File: src/rtl/fixed_expand.sv
// Input formatter: signed integer complex samples to saturated Q format,
// with valid/ready flow control, frame index/sof/eof and saturation flags.
//
// Ports:
//   i_clk, i_rst          clock, synchronous active-high reset
//   i_valid/o_ready       input handshake, i_real/i_imag integer samples
//   o_valid/i_ready       output handshake, o_real/o_imag Q-format samples
//   o_index, o_sof, o_eof frame position of the presented sample
//   o_sat, o_frame_sat    per-sample clip flag, per-frame clip flag at eof
module fixed_expand #(
  parameter int IN_WIDTH     = 16,
  parameter int OUT_WIDTH    = 16,
  parameter int FRACTION_BIT = 14,
  parameter int FFT_POINT    = 64
) (
  input  logic                         i_clk,
  input  logic                         i_rst,
  input  logic                         i_valid,
  output logic                         o_ready,
  input  logic [IN_WIDTH-1:0]          i_real,
  input  logic [IN_WIDTH-1:0]          i_imag,
  output logic                         o_valid,
  input  logic                         i_ready,
  output logic [OUT_WIDTH-1:0]         o_real,
  output logic [OUT_WIDTH-1:0]         o_imag,
  output logic [$clog2(FFT_POINT)-1:0] o_index,
  output logic                         o_sof,
  output logic                         o_eof,
  output logic                         o_sat,
  output logic                         o_frame_sat
);

  localparam int IDX_W = $clog2(FFT_POINT);
  // Wide enough for the shifted input and both clip limits.
  localparam int FW = IN_WIDTH + FRACTION_BIT + OUT_WIDTH;

  localparam logic signed [FW-1:0] MAX_V =
    {{(FW-OUT_WIDTH+1){1'b0}}, {(OUT_WIDTH-1){1'b1}}};
  localparam logic signed [FW-1:0] MIN_V = ~MAX_V;

  localparam logic [IDX_W-1:0] LAST = IDX_W'(FFT_POINT - 1);

  // Returns {sat, value}.
  function automatic logic [OUT_WIDTH:0] expand(
    input logic [IN_WIDTH-1:0] x
  );
    logic signed [FW-1:0] full;
    full = $signed({{(FW-IN_WIDTH){x[IN_WIDTH-1]}}, x}) <<< FRACTION_BIT;
    if (full > MAX_V)
      expand = {1'b1, MAX_V[OUT_WIDTH-1:0]};
    else if (full < MIN_V)
      expand = {1'b1, MIN_V[OUT_WIDTH-1:0]};
    else
      expand = {1'b0, full[OUT_WIDTH-1:0]};
  endfunction

  logic [OUT_WIDTH:0] re_x;
  logic [OUT_WIDTH:0] im_x;
  logic               sat;
  logic               in_xfer;
  logic               out_xfer;
  logic [IDX_W-1:0]   count;
  logic               last;
  logic               acc;

  assign re_x     = expand(i_real);
  assign im_x     = expand(i_imag);
  assign sat      = re_x[OUT_WIDTH] | im_x[OUT_WIDTH];
  assign o_ready  = !o_valid || i_ready;
  assign in_xfer  = i_valid && o_ready;
  assign out_xfer = o_valid && i_ready;
  assign last     = (count == LAST);

  always_ff @(posedge i_clk) begin
    if (i_rst) begin
      o_valid     <= 1'b0;
      o_real      <= '0;
      o_imag      <= '0;
      o_index     <= '0;
      o_sof       <= 1'b0;
      o_eof       <= 1'b0;
      o_sat       <= 1'b0;
      o_frame_sat <= 1'b0;
      count       <= '0;
      acc         <= 1'b0;
    end else if (in_xfer) begin
      o_valid <= 1'b1;
      o_real  <= re_x[OUT_WIDTH-1:0];
      o_imag  <= im_x[OUT_WIDTH-1:0];
      o_sat   <= sat;
      o_index <= count;
      o_sof   <= (count == '0);
      o_eof   <= last;
      count   <= count + IDX_W'(1);
      // The eof sample closes the frame; the next sample starts clean.
      if (last) begin
        o_frame_sat <= acc | sat;
        acc         <= 1'b0;
      end else begin
        o_frame_sat <= 1'b0;
        acc         <= acc | sat;
      end
    end else if (out_xfer) begin
      o_valid <= 1'b0;
    end
  end

endmodule

File: config.mk
export PLATFORM = sky130hd
export DESIGN_NAME = fixed_expand
export DESIGN_NICKNAME = d
export VERILOG_FILES = /design/src/rtl/fixed_expand.sv
export SDC_FILE = /design/constraint.sdc
export NUM_CORES = 1
export LEC_CHECK = 0
export CAP_MARGIN = 20
export CORE_MARGIN = 1.5
export CORE_UTILIZATION = 37
export CTS_CLUSTER_SIZE = 10
export DETAILED_ROUTE_END_ITERATION = 7
export GPL_TIMING_DRIVEN = 0
export PLACE_DENSITY = 0.8
export SYNTH_ARGS = -nofsm -noshare
export SYNTH_HDL_FRONTEND = slang
export SYNTH_SLANG_ARGS = --single-unit
File: constraint.sdc
create_clock -name i_clk -period 1.58 [get_ports i_clk]
set_input_delay 0.237 -clock i_clk [delete_from_list [all_inputs] [get_ports i_clk]]
set_output_delay 0.237 -clock i_clk [all_outputs]
set_load 0.01 [all_outputs]
==> impl_metrics.ini, run 1 <==
[status]
status = complete, no violations

[power]
pwr_density_cell_nw_per_um2 = 599
p_total_w = 0.00131
leakage_nw = 0.923
peakVddDrop_mv = 0.479

[yosys]
synthesis.area_um2 = 1320
synth_enable_flop_cells = 0
synth_fa_ha_area_frac = 0.0189
yosysSeqAreaShare = 0.363
ys.flop_type = dfxtp_1
yosysWarnings = 0
muxShareOfSynthArea = 0
syn_avg_cell_area_um2 = 8.32
synth_xor_xnor_area_share = 0.0265
synth_seq_cells = 24
synthArstFlopShare = 0
synth_top_area_frac = 0.363
netlist_instances = 159
synth_top_family_by_area = simple AND/OR/NAND/NOR gates
ys_top_cells_by_count = nand2_1, buf_4, dfxtp_1
synth-simple-area-share = 0.254
synth_area_leaders = dfxtp_1, buf_4, nand2_1, a21oi_1, nand4_1
synth_top_area_cell = dfxtp_1
synth_compound_area_frac = 0.144
synthMostInstantiatedCell = nand2_1
syn-num-nets = 197
synth_cell_types = 32

[sta]
relSlewSlack = 0.704
worst_pin_slew_ps = 444
finalCriticalPeriod_ps = 1530
final.setup.worst_slack_ps = 53.9
rsz0062_at_grt = yes
slew_viol_final = 0
skew_ps = 2.85
finalSetupViolCount = 0
timing.final.crit_share = 0.966
hold_viol_final = 0
timing.fmax_mhz = 655
setup_tns_ps = 0

[drt]
viasPerCell = 4.71
dr.pass1.iters = 4
highest_layer = met4
ant_nets = 0
wl_met3_um = 261
route.met2.wl_mm = 1.69
met1Wirelength_mm = 1.63
initialDrtViolationCount = 38
wl_per_cell_um = 12.2
route.detailed.drc = 0
wl_mm = 3.60
vias = 1385

[layout]
area.growth.synth_to_final_pct = 65.7
fillers = 294
n_antenna_cell = 0
fin_cells = 294
final_nets = 288
drive_gt1_frac = 0.315
finalInstanceArea_um2 = 2190

[floorplanning]
dieWidth_um = 62.8
io_pins = 80
initial_core_util = 0.390
die_area_um2 = 3940
core_um2 = 3390
num_rows = 21
die_h_um = 62.8

[clock_network]
cts_htree_levels = 1
cts.clk_slew.worst_paths_ps = 120
cts_tree = built
clock-sinks = 24
cts-buffers-inserted = 3
clockBufferDepth = 2
clock_tree.root_cell = clkbuf_4
insertion_delay_ps = 290

[place]
port_buffers = 78
pre_cts_ws_ps = -286
hpwl_mm = 2.67
finalWeightedCongestion = 0.799
placed_cell_area_um2 = 2160
place_inst = 283

[worst_setup_path]
r2r-start = count[0]
criticalPathCategory = input pin to flop
critical_path.max_fanout = 3
cp.arrival_ps = 1700
cp.required_ps = 1750
critPathMaxStageDelay_ps = 440
cp-start-kind = input pin
rrSetupSlack_ps = 200
timing.rr.end = count[4]
cp_slowest_cell = clkdlybuf4s50_1
rr_worst_depth = 4
worstSetupEndpointType = flop
path_cells = clkdlybuf4s50_1 -> nor4_2 -> a41oi_1 -> and4bb_2 -> a211oi_1

[global_routing]
globalRouteTotalUtil = 0.169
grt_max_degree = 16
antenna_found_initial = 0
grt_pass1_wl_mm = 5.56
grt_overflow = 0
grt_pass1_vias = 1199

[hold_path]
hold_path_class = input pin to flop
hold_depth = 2
hold_path.startpoint = i_rst
hold_end = o_frame_sat

[run]
maxCapViolCount = 0
==> sequential cells by signal, indices dropped and copies added, names as in the netlist <==
| register | flops |
|---|---|
| acc | 1 |
| o_eof | 1 |
| o_real | 3 |
| o_index | 6 |
| count | 6 |
| o_frame_sat | 1 |
| o_valid | 1 |
| o_imag | 3 |
| o_sof | 1 |
| o_sat | 1 |
==> worst max-delay path: cells and delay by family <==
kind / cells / cell delay (ps)
AOI/OAI and AO/OA: 2 / 300
buffers and inverters: 1 / 440
and+or+nand+nor: 2 / 720
==> cell usage in the layout (no fill, tap or decap), types with 4 or more instances in the layout <==
master,n
nand2_1,28
nand3_1,4
nor2_1,9
buf_4,60
nor4_1,5
a21oi_1,16
clkdlybuf4s50_1,51
nand4_1,7
dfxtp_1,22
==> kinds of logic (layout without fill, tap and decap cells) <==
group	after synthesis	in the layout
buf+inv	36	125
flops	24	24
simple gates	66	66
xor+xnor	4	4
fa+ha+maj	2	2
compound gates	27	27
==> power by group <==
part           switching [W]  internal (W)
Sequential         0.0000226      0.000631
Clock               0.000155     0.0000885
Combinational       0.000161      0.000255
Total               0.000339      0.000974
==> through the flow <==
step | hold WS [ps] | util
after CTS | 276 | 0.627
after floorplan | 366 | -
after global placement | 444 | 0.638
after detailed placement | 446 | 0.638
after global routing | 284 | 0.646
final | 285 | 0.646
==> per-layer routing <==
layer / global-route usage / vias to the layer above
met2: 0.297 / 62
met4: 0.0250 / 0
li1: - / 714
met5: 0 / -
met3: 0.0396 / 2
met1: 0.215 / 607
==> worst max path at each step <==
stage | from | to | slack, ps | cells past startpoint
floorplan | o_valid | o_sat | 350 | 6
global placement | i_real[9] | o_sat | -260 | 5
detailed placement | i_real[9] | o_sat | -290 | 5
CTS | o_imag[13] | o_imag[0] | 40 | 1
global route | i_real[9] | o_sat | -10 | 5
finish | i_real[9] | o_sat | 50 | 5
==> cell type report <==
type                            count  area, um2  share of cell area
Timing Repair Buffer               86        774               0.354
Multi-Input combinational cell     99        592               0.270
Sequential cell                    24        488               0.223
Buffer                             33        245               0.112
Tap cell                           46       57.6              0.0263
Clock buffer                        3       22.5              0.0103
Inverter                            3       11.3             0.00514
==> what timing repair did <==
| action | CTS | global route |
|---|---|---|
| gates cloned | 0 | 0 |
| endpoints found under the hold margin | 0 | 0 |
| resized for setup | 31 | 2 |
| endpoints found under the setup margin | 29 | 5 |
| hold buffers | 0 | 0 |
| buffers inserted | 0 | 8 |
No activity file was read; power rests on OpenSTA's default activity.
==> run 2, diff against run 1 <==
--- a/config.mk
+++ b/config.mk
@@ -5,7 +5,6 @@
 export SDC_FILE = /design/constraint.sdc
 export NUM_CORES = 1
 export LEC_CHECK = 0
-export CAP_MARGIN = 20
 export CORE_MARGIN = 1.5
 export CORE_UTILIZATION = 37
 export CTS_CLUSTER_SIZE = 10
==> results of run 2 <==
No change in the layout: final DEF, timing and power equal those of run 1.
